### src/rtl/uart_pkg.sv
// uart_pkg: constants, FSM state encoding and baud helper shared by the
// uart transmitter and receiver.
package uart_pkg;

  // Parity modes; any other value of the check parameter means no parity.
  localparam int CHECK_NONE = 0;
  localparam int CHECK_ODD  = 1;
  localparam int CHECK_EVEN = 2;

  typedef enum logic [2:0] {
    ST_IDLE   = 3'd0,
    ST_START  = 3'd1,
    ST_DATA   = 3'd2,
    ST_PARITY = 3'd3,
    ST_STOP   = 3'd4
  } uart_state_e;

  // Clock cycles per line bit, truncated; the result must be at least 2.
  function automatic int unsigned calc_bit_cycles(input int unsigned clk_hz,
                                                  input int unsigned baud_hz);
    return clk_hz / baud_hz;
  endfunction

endpackage

### src/rtl/uart_baud_gen.sv
// uart_baud_gen: bit-period counter. Held at zero while i_clr is high and
// pulses o_bit_done on the last cycle of every BIT_CYCLES-long bit period.
// The counter wraps on o_bit_done, so consecutive bits never drift.
module uart_baud_gen #(
  parameter int unsigned BIT_CYCLES = 16
) (
  input  logic i_clk,
  input  logic i_rst,
  input  logic i_clr,
  output logic o_bit_done
);

  localparam int unsigned CNT_W = $clog2(BIT_CYCLES);
  localparam logic [CNT_W-1:0] CNT_LAST = CNT_W'(BIT_CYCLES - 1);

  logic [CNT_W-1:0] cnt_r;
  logic             last_s;

  assign last_s     = (cnt_r == CNT_LAST);
  assign o_bit_done = last_s && !i_clr;

  // Count cycles within the current bit, restarting on clear or bit end.
  always_ff @(posedge i_clk or posedge i_rst) begin
    if (i_rst) begin
      cnt_r <= '0;
    end else if (i_clr) begin
      cnt_r <= '0;
    end else if (last_s) begin
      cnt_r <= '0;
    end else begin
      cnt_r <= cnt_r + CNT_W'(1);
    end
  end

endmodule

### src/rtl/uart_tx.sv
// uart_tx: UART serial transmitter. Frame = start bit, data MSB first,
// optional parity, stop bit(s). Valid/ready word input, registered outputs.
// Optional feature: define UART_TX_BUF_EN to add a one-word holding register
// so a word can be accepted during a frame and sent with zero idle gap.
module uart_tx
  import uart_pkg::*;
#(
  parameter int unsigned buad_rate       = 9600,
  parameter int unsigned clk_rate        = 50_000_000,
  parameter int unsigned uart_data_width = 8,
  parameter int          check           = 1,
  parameter int unsigned stop_width      = 1
) (
  input  logic                       i_clk,
  input  logic                       i_rst,
  input  logic [uart_data_width-1:0] i_tx_data,
  input  logic                       i_tx_valid,
  output logic                       o_tx_ready,
  output logic                       o_tx,
  output logic                       o_tx_busy
);

  localparam int unsigned BIT_CYCLES = calc_bit_cycles(clk_rate, buad_rate);
  localparam bit          PAR_EN     = (check == CHECK_ODD) || (check == CHECK_EVEN);
  localparam int unsigned BIT_CNT_W  = $clog2(uart_data_width + 1);
  localparam logic [BIT_CNT_W-1:0] DATA_LAST = BIT_CNT_W'(uart_data_width - 1);
  localparam logic [BIT_CNT_W-1:0] STOP_LAST = BIT_CNT_W'(stop_width - 1);

  // Parity bit for a data word in the configured mode.
  function automatic logic calc_parity(input logic [uart_data_width-1:0] data);
    if (check == CHECK_EVEN) begin
      return ^data;
    end else begin
      return ~^data;
    end
  endfunction

  uart_state_e                state_r;
  logic [uart_data_width-1:0] shift_r;
  logic [uart_data_width-1:0] shifted_s;
  logic [BIT_CNT_W-1:0]       bit_cnt_r;
  logic                       parity_r;
  logic                       tx_r;
  logic                       ready_r;
  logic                       busy_r;
  logic                       bit_done_s;
  logic                       baud_clr_s;
  logic                       accept_s;
  logic                       frame_end_s;

  assign o_tx       = tx_r;
  assign o_tx_ready = ready_r;
  assign o_tx_busy  = busy_r;

  assign accept_s    = i_tx_valid && ready_r;
  assign baud_clr_s  = (state_r == ST_IDLE);
  assign frame_end_s = (state_r == ST_STOP) && bit_done_s && (bit_cnt_r == STOP_LAST);
  assign shifted_s   = shift_r << 1'b1;

  uart_baud_gen #(
    .BIT_CYCLES (BIT_CYCLES)
  ) u_baud (
    .i_clk      (i_clk),
    .i_rst      (i_rst),
    .i_clr      (baud_clr_s),
    .o_bit_done (bit_done_s)
  );

`ifdef UART_TX_BUF_EN
  logic [uart_data_width-1:0] hold_r;
  logic                       hold_full_r;
  logic                       hold_full_next_s;
  logic                       direct_load_s;
  logic                       hold_load_s;
  logic                       hold_drain_s;

  // Route an accepted word straight into the frame when the line is free,
  // otherwise park it; the holding register drains at the end of a frame.
  always_comb begin
    direct_load_s = accept_s && ((state_r == ST_IDLE) || (frame_end_s && !hold_full_r));
    hold_load_s   = accept_s && !direct_load_s;
    hold_drain_s  = frame_end_s && hold_full_r;
    if (hold_load_s) begin
      hold_full_next_s = 1'b1;
    end else if (hold_drain_s) begin
      hold_full_next_s = 1'b0;
    end else begin
      hold_full_next_s = hold_full_r;
    end
  end

  // Holding register for the next word.
  always_ff @(posedge i_clk or posedge i_rst) begin
    if (i_rst) begin
      hold_r      <= '0;
      hold_full_r <= 1'b0;
    end else begin
      hold_full_r <= hold_full_next_s;
      if (hold_load_s) begin
        hold_r <= i_tx_data;
      end else begin
        hold_r <= hold_r;
      end
    end
  end

  // Ready mirrors an empty holding register, regardless of the FSM state.
  always_ff @(posedge i_clk or posedge i_rst) begin
    if (i_rst) begin
      ready_r <= 1'b1;
    end else begin
      ready_r <= !hold_full_next_s;
    end
  end
`else
  // Ready drops after a handshake and returns when the FSM is back in IDLE.
  always_ff @(posedge i_clk or posedge i_rst) begin
    if (i_rst) begin
      ready_r <= 1'b1;
    end else if (accept_s) begin
      ready_r <= 1'b0;
    end else if (frame_end_s || (state_r == ST_IDLE)) begin
      ready_r <= 1'b1;
    end else begin
      ready_r <= ready_r;
    end
  end
`endif

  // Frame sequencer: drives the line one bit period per state step.
  always_ff @(posedge i_clk or posedge i_rst) begin
    if (i_rst) begin
      state_r   <= ST_IDLE;
      shift_r   <= '0;
      bit_cnt_r <= '0;
      parity_r  <= 1'b0;
      tx_r      <= 1'b1;
      busy_r    <= 1'b0;
    end else begin
      case (state_r)
        ST_IDLE: begin
          bit_cnt_r <= '0;
          if (accept_s) begin
            shift_r  <= i_tx_data;
            parity_r <= calc_parity(i_tx_data);
            state_r  <= ST_START;
            tx_r     <= 1'b0;
            busy_r   <= 1'b1;
          end else begin
            tx_r   <= 1'b1;
            busy_r <= 1'b0;
          end
        end
        ST_START: begin
          if (bit_done_s) begin
            state_r   <= ST_DATA;
            tx_r      <= shift_r[uart_data_width-1];
            bit_cnt_r <= '0;
          end else begin
            tx_r <= 1'b0;
          end
        end
        ST_DATA: begin
          if (bit_done_s) begin
            if (bit_cnt_r == DATA_LAST) begin
              bit_cnt_r <= '0;
              if (PAR_EN) begin
                state_r <= ST_PARITY;
                tx_r    <= parity_r;
              end else begin
                state_r <= ST_STOP;
                tx_r    <= 1'b1;
              end
            end else begin
              bit_cnt_r <= bit_cnt_r + BIT_CNT_W'(1);
              shift_r   <= shifted_s;
              tx_r      <= shifted_s[uart_data_width-1];
            end
          end else begin
            tx_r <= shift_r[uart_data_width-1];
          end
        end
        ST_PARITY: begin
          if (bit_done_s) begin
            state_r   <= ST_STOP;
            tx_r      <= 1'b1;
            bit_cnt_r <= '0;
          end else begin
            tx_r <= parity_r;
          end
        end
        ST_STOP: begin
          if (frame_end_s) begin
            bit_cnt_r <= '0;
`ifdef UART_TX_BUF_EN
            if (hold_full_r) begin
              shift_r  <= hold_r;
              parity_r <= calc_parity(hold_r);
              state_r  <= ST_START;
              tx_r     <= 1'b0;
            end else if (direct_load_s) begin
              shift_r  <= i_tx_data;
              parity_r <= calc_parity(i_tx_data);
              state_r  <= ST_START;
              tx_r     <= 1'b0;
            end else begin
              state_r <= ST_IDLE;
              tx_r    <= 1'b1;
              busy_r  <= 1'b0;
            end
`else
            state_r <= ST_IDLE;
            tx_r    <= 1'b1;
            busy_r  <= 1'b0;
`endif
          end else if (bit_done_s) begin
            bit_cnt_r <= bit_cnt_r + BIT_CNT_W'(1);
            tx_r      <= 1'b1;
          end else begin
            tx_r <= 1'b1;
          end
        end
        default: begin
          state_r   <= ST_IDLE;
          bit_cnt_r <= '0;
          tx_r      <= 1'b1;
          busy_r    <= 1'b0;
        end
      endcase
    end
  end

endmodule

### config.mk
export PLATFORM = sky130hd
export DESIGN_NAME = uart_tx
export DESIGN_NICKNAME = d
export VERILOG_FILES = /design/src/rtl/uart_pkg.sv /design/src/rtl/uart_baud_gen.sv /design/src/rtl/uart_tx.sv
export SDC_FILE = /design/constraint.sdc
export NUM_CORES = 1
export LEC_CHECK = 0
export CAP_MARGIN = 20
export CORE_UTILIZATION = 30
export CTS_CLUSTER_SIZE = 10
export DETAILED_ROUTE_END_ITERATION = 16
export SLEW_MARGIN = 0
export SYNTH_ARGS = -nofsm -noshare
export SYNTH_HDL_FRONTEND = slang
export SYNTH_SLANG_ARGS = --single-unit
### constraint.sdc
create_clock -name i_clk -period 2.8 [get_ports i_clk]
set_clock_uncertainty 0.15 [all_clocks]
set_input_delay 0.28 -clock i_clk [delete_from_list [all_inputs] [get_ports i_clk]]
set_output_delay 0.28 -clock i_clk [all_outputs]
set_load 0.05 [all_outputs]
==> metrics.csv, run 1 <==
metric;value;unit
Sink Count;32;
Area Overhead vs Synth;18.2;%
Post-synth top flop;dfrtp_1;
IO Count;14;
Final ANT Viol Nets;0;
CTS H-tree lvls;2;
crit path time final;2.38;ns
Post-Syn Area per Cell;10.5;sq um
gpl congestion;0.723;
first-pass GRT wire length;6060;um
clock slew seen by the registers of the worst setup and hold paths;0.07;ns
clk buf depth;2;
wire per inst;13.7;um
DRT Pass-1 Iters;4;
Clock power frac;0.341;
Final setup viols;0;
Max Freq;0.421;GHz
port buffer count;13;
FF+latch count, synth;32;
Post-CTS Setup Bufs;0;
dominant cells by area after synthesis;dfrtp_1 42%, mux2_2 9.4%, xnor2_1 5.8%;
Slew @ Worst Pin;0.519;ns
CTS tree;done;
FF-to-FF path depth;5;
Reg-to-Reg End;shift_r[6];
largest net degree at the start of global routing;33;
YS warnings;0;
Critical Path AT;2.40;ns
CTS buffer count;5;
most common cell after layout, fill and taps aside;dfrtp_1;
final wirelength;3590;um
Die Y;79.4;um
fill cell count;550;
PD cells;670;nW/um^2
worst skew pair latency;0.29;ns
top cell type's share of synthesized area;0.418;
DRC Markers;0;
Comb power frac;0.186;
status;completed;
Fin. Hold Viols;0;
initial antenna violation count;0;
hpwl dp;2570;um
global-route usage over all layers;0.129;
Syn Nets;186;
gr ovfl total;0;
DRT iter0 DRCs;42;
cells after synthesis;172;
setup_tns;0;ns
fraction of registers with async set/reset;1.00;
EDFF count, synth;0;
Setup crit end kind;flop;
most frequent cells in the layout;30 x dfrtp_1, 16 x nor2_1, 15 x mux2_2, 13 x clkdlybuf4s50_1, 12 x xnor2_1;
area of the multi-input gates;922;sq um
R2R Setup Slk;0.42;ns
HP Class;primary input to asynchronous set/reset pin;
crit path max fanout;12;
final instance area;2120;sq um
WHS;0.214;ns
RSZ-0062 raised after global routing;false;
worst rel slew slack;0.653;
Die Footprint;6310;sq um
P_sw;399;uW
Core ar.;5640;sq um
mapped cell area;1800;sq um
Cell Int Power;1020;uW
starting density of the core;0.319;
Net Sw Frac;0.281;
Via Count;1300;
dpl cell area;2000;sq um
root buffer cell;clkbuf_8;
Yosys top cell by area;dfrtp_1;
diodes inserted;0;
number of nets in the layout;202;
Register Area;803;sq um
WP data required;2.82;ns
Die X;79.4;um
vias in the first global route;1293;
startpoint types;flop;
MaxCap Viol Count;0;
Seq pwr share;0.472;
Seq/Total Area, Yosys;0.447;
Yosys cell types;42;
# resized after CTS;0;
CP Launch Point;u_baud.cnt_r[0];
Post-CTS Hold Buffers;0;
r2r startpoint;u_baud.cnt_r[0];
via/cell ratio;4.98;
WS Path Type;flop to flop;
VDD IR-drop max;0.282;mV
period utilization;0.848;
fin. max-slew vios;0;
share of layout cells above drive strength 1;0.185;
leakage power;0.000887;uW
Rows;27;
-- final cells by class --
cell class	instances	share of cell area
Clock buffer	7	0.0453
Clock inverter	1	0.0141
Inverter	10	0.0177
Multi-Input combinational cell	124	0.434
Sequential cell	32	0.378
Tap cell	72	0.0424
Timing Repair Buffer	15	0.0683
-- power groups by stage --
stage / logic (uW) / clock network [uW] / registers (uW)
after global placement: 264 / 0 / 672
after floorplan: 192 / 0 / 668
final: 265 / 486 / 672
after detailed placement: 269 / 0 / 679
after global routing: 300 / 525 / 690
after CTS: 270 / 502 / 671
-- layer usage --
metal	part of all wire	global-route usage	vias up	wire length [um]
met1	0.47	0.164	618	1690
li1	-	-	643	-
met5	0	0	-	0
met3	0.038	0.0389	6	138
met4	0.022	0.0709	0	80
met2	0.47	0.196	33	1680
-- cells by family (layout without fill, tap and decap cells) --
kind of cell | count (synthesis) | count (layout) | share of synthesized area
AO/OA/AOI/OAI | 21 | 21 | 0.0884
adder cells (fa/ha/maj) | 3 | 3 | 0.0209
AND/OR/NAND/NOR | 61 | 61 | 0.191
buffers and inverters | 16 | 33 | 0.0404
multiplexers | 18 | 18 | 0.111
XOR/XNOR | 21 | 21 | 0.102
flip-flops | 32 | 32 | 0.447
-- through the flow --
| stage | utilization | power (uW) | worst slack [ns] | cells |
|---|---|---|---|---|
| 2_1_floorplan | - | 860 | 0.862 | 172 |
| 3_3_place_gp | 0.354 | 936 | 0.509 | 253 |
| 3_5_place_dp | 0.354 | 948 | 0.431 | 253 |
| 4_1_cts | 0.377 | 1440 | 0.432 | 261 |
| 5_1_grt | 0.377 | 1520 | 0.256 | 261 |
| 6_report | 0.377 | 1420 | 0.425 | 261 |
-- flip-flops by register name (all words and copies together) (netlist names) --
signal	cells
o_tx_busy	1
shift_r	8
o_tx_ready	1
o_tx	1
bit_cnt_r	4
u_baud.cnt_r	13
parity_r	1
state_r	3
-- worst max-delay path: stages (launching register included) --
cell      delay [ns]
dfrtp_1         0.43
ha_1            0.27
and4bb_2        0.26
nand3_1         0.37
o22ai_4         0.40
mux2_2          0.38
-- synthesized netlist by cell type, types with 3 or more instances --
master,count
o22ai_1,3
a31oi_1,3
xor2_1,9
mux2i_1,3
nor2_1,16
mux2_2,15
and3_1,3
nand4_1,5
a21oi_1,3
nor3_1,5
ha_1,3
dfrtp_1,30
inv_1,10
xnor2_1,12
nand3_1,11
buf_2,4
nand2_1,7
-- worst max path at each step --
stage	slack, ns	to
after global routing	0.26	shift_r[5]
after global placement	0.51	shift_r[3]
after floorplan	0.86	shift_r[0]
after detailed placement	0.43	shift_r[6]
final	0.42	shift_r[6]
after CTS	0.43	shift_r[6]
Note: power is estimated with default switching activity, not from simulation.
==> run 2, diff against run 1 <==
==> constraint.sdc (replaced) <==
create_clock -name i_clk -period 2.1 [get_ports i_clk]
set_clock_uncertainty 0.15 [all_clocks]
set_input_delay 0.21 -clock i_clk [delete_from_list [all_inputs] [get_ports i_clk]]
set_output_delay 0.21 -clock i_clk [all_outputs]
set_load 0.05 [all_outputs]
==> run 2 against run 1 <==
Clock-buffer cell count shrank 2. Register-to-register slack lost 0.19 ns. Worst hold slack lost 0.072 ns. Global-route usage grew 0.10 points. Via count grew 3.5%. Clock power grew 24%. Critical path depth shrank 4. Sequential share of layout area shrank 1.5 points. Non-clock buffer count grew 13. Power grew 34%. First-iteration DRC count grew 24%. Largest cell class unchanged.
==> metrics.csv, run 2 (synthesized netlist as in run 1, its figures left out) <==
metric;value;unit;change
first-pass GRT wire length;6170;um;+1.8%
Via Count;1346;;+3.5%
DRC Markers;0;;unchanged
Reg with most FFs;u_baud.cnt_r;;
IO Count;14;;unchanged
slowest cell on the critical path;clkdlybuf4s50_1;;
gpl congestion;0.792;;+9.6%
leakage power;0.000943;uW;+6.4%
post-layout util;0.393;;+0.0160
Die Y;79.4;um;unchanged
most frequent cells in the layout;30 x dfrtp_1, 16 x nor2_1, 16 x buf_4, 15 x mux2_2;;
RSZ-0062 raised after global routing;false;;
Die Footprint;6310;sq um;unchanged
clock slew seen by the registers of the worst setup and hold paths;0.07;ns;about the same
placed cells;266;;+5.1%
Post-CTS Setup Bufs;0;;unchanged
Largest regs;u_baud.cnt_r (13), shift_r (8), bit_cnt_r (4);;
global-route usage over all layers;0.130;;+0.00102
VDD IR-drop max;0.491;mV;+74%
Post-CTS Hold Buffers;0;;unchanged
root buffer cell;clkbuf_8;;
CTS buffer count;5;;unchanged
WHS;0.142;ns;-0.0719 ns
initial antenna violation count;0;;unchanged
via/cell ratio;4.91;;-1.4%
starting density of the core;0.319;;unchanged
status;completed;;
worst path bufs/invs;1;;+1
gr ovfl total;0;;unchanged
Setup crit end kind;output port;;
DRT Pass-1 Iters;4;;unchanged
setup_tns;0;ns;unchanged
WS Path Type;flop to output port;;
startpoint types;flop;;
HP Class;primary input to asynchronous set/reset pin;;
Cell Chain, Critical Path;clkdlybuf4s50_1;;
Crit path max-delay family;buffers and inverters;;
port buffer count;13;;unchanged
Fin. Hold Viols;0;;unchanged
diodes inserted;0;;unchanged
Largest register FFs;13;;unchanged
Slew @ Worst Pin;0.497;ns;-0.0226 ns
Critical Path AT;1.60;ns;-0.80 ns
crit path max fanout;1;;-11
hpwl dp;2570;um;+0.15%
fill cell count;551;;+0.18%
worst skew pair latency;0.29;ns;about the same
crit path time final;1.96;ns;
CTS tree;done;;
Final setup viols;0;;unchanged
vias in the first global route;1350;;+4.4%
Final ANT Viol Nets;0;;unchanged
fin. max-slew vios;0;;unchanged
WP data required;1.74;ns;-1.08 ns
Core ar.;5640;sq um;unchanged
largest net degree at the start of global routing;33;;unchanged
CP peak stage delay;0.79;ns;+0.36 ns
PD cells;860;nW/um^2;+28%
final wirelength;3440;um;-4.0%
final cell count without fillers;274;;+5.0%
Rows;27;;unchanged
Max Freq;0.511;GHz;
wire per inst;12.6;um;-8.6%
DRT iter0 DRCs;52;;+24%
period utilization;0.931;;
clk buf depth;2;;unchanged
most common cell after layout, fill and taps aside;dfrtp_1;;
# resized after CTS;0;;unchanged
Die X;79.4;um;unchanged
CTS H-tree lvls;2;;unchanged
MaxCap Viol Count;0;;unchanged
Sink Count;32;;unchanged
share of layout cells above drive strength 1;0.248;;+0.0623
worst rel slew slack;0.668;;+0.0151
number of nets in the layout;215;;+6.4%
Area Overhead vs Synth;23.2;%;
run 2: layout make-up:
class,instances,area (sq um),share of cell area
multi-input combinational,124,928,0.419
sequential,32,803,0.363
timing repair buffer,28,240,0.108
tap,72,90.1,0.0407
clock buffer,5,68.8,0.0311
clock inverter,3,46.3,0.0209
inverter,10,37.5,0.0169
run 2: metal layers:
layer	track usage	share of wire	up-vias
met3	0.0423	0.050	8
met2	0.184	0.42	33
met4	0.0618	0.021	0
li1	-	-	667
met1	0.179	0.50	638
met5	0	0	-
run 2: final timing paths:
kind,startpoint,endpoint,slack (ns),depth (start not counted)
min in group i_clk,shift_r[1],shift_r[1],0.35,1
worst min-delay path,i_rst,o_tx_busy,0.14,3
max in group asynchronous,i_rst,o_tx,1.33,3
worst max register to register,bit_cnt_r[0],bit_cnt_r[2],0.23,6
worst min register to register,shift_r[1],shift_r[1],0.35,1
worst max-delay path,o_tx,o_tx,0.14,1
run 2: power breakdown:
group          switching [uW]  internal (uW)
clock network             248            357
registers                 113            758
logic                     202            226
run 2: per-stage QoR:
step	setup WS [ns]	total power (uW)	cell area, sq um
6_report	0.144	1900	2210
5_1_grt	0.0768	2020	2210
4_1_cts	0.119	1930	2210
3_5_place_dp	0.118	1310	2090
3_3_place_gp	0.121	1310	2090
2_1_floorplan	0.162	1150	1800
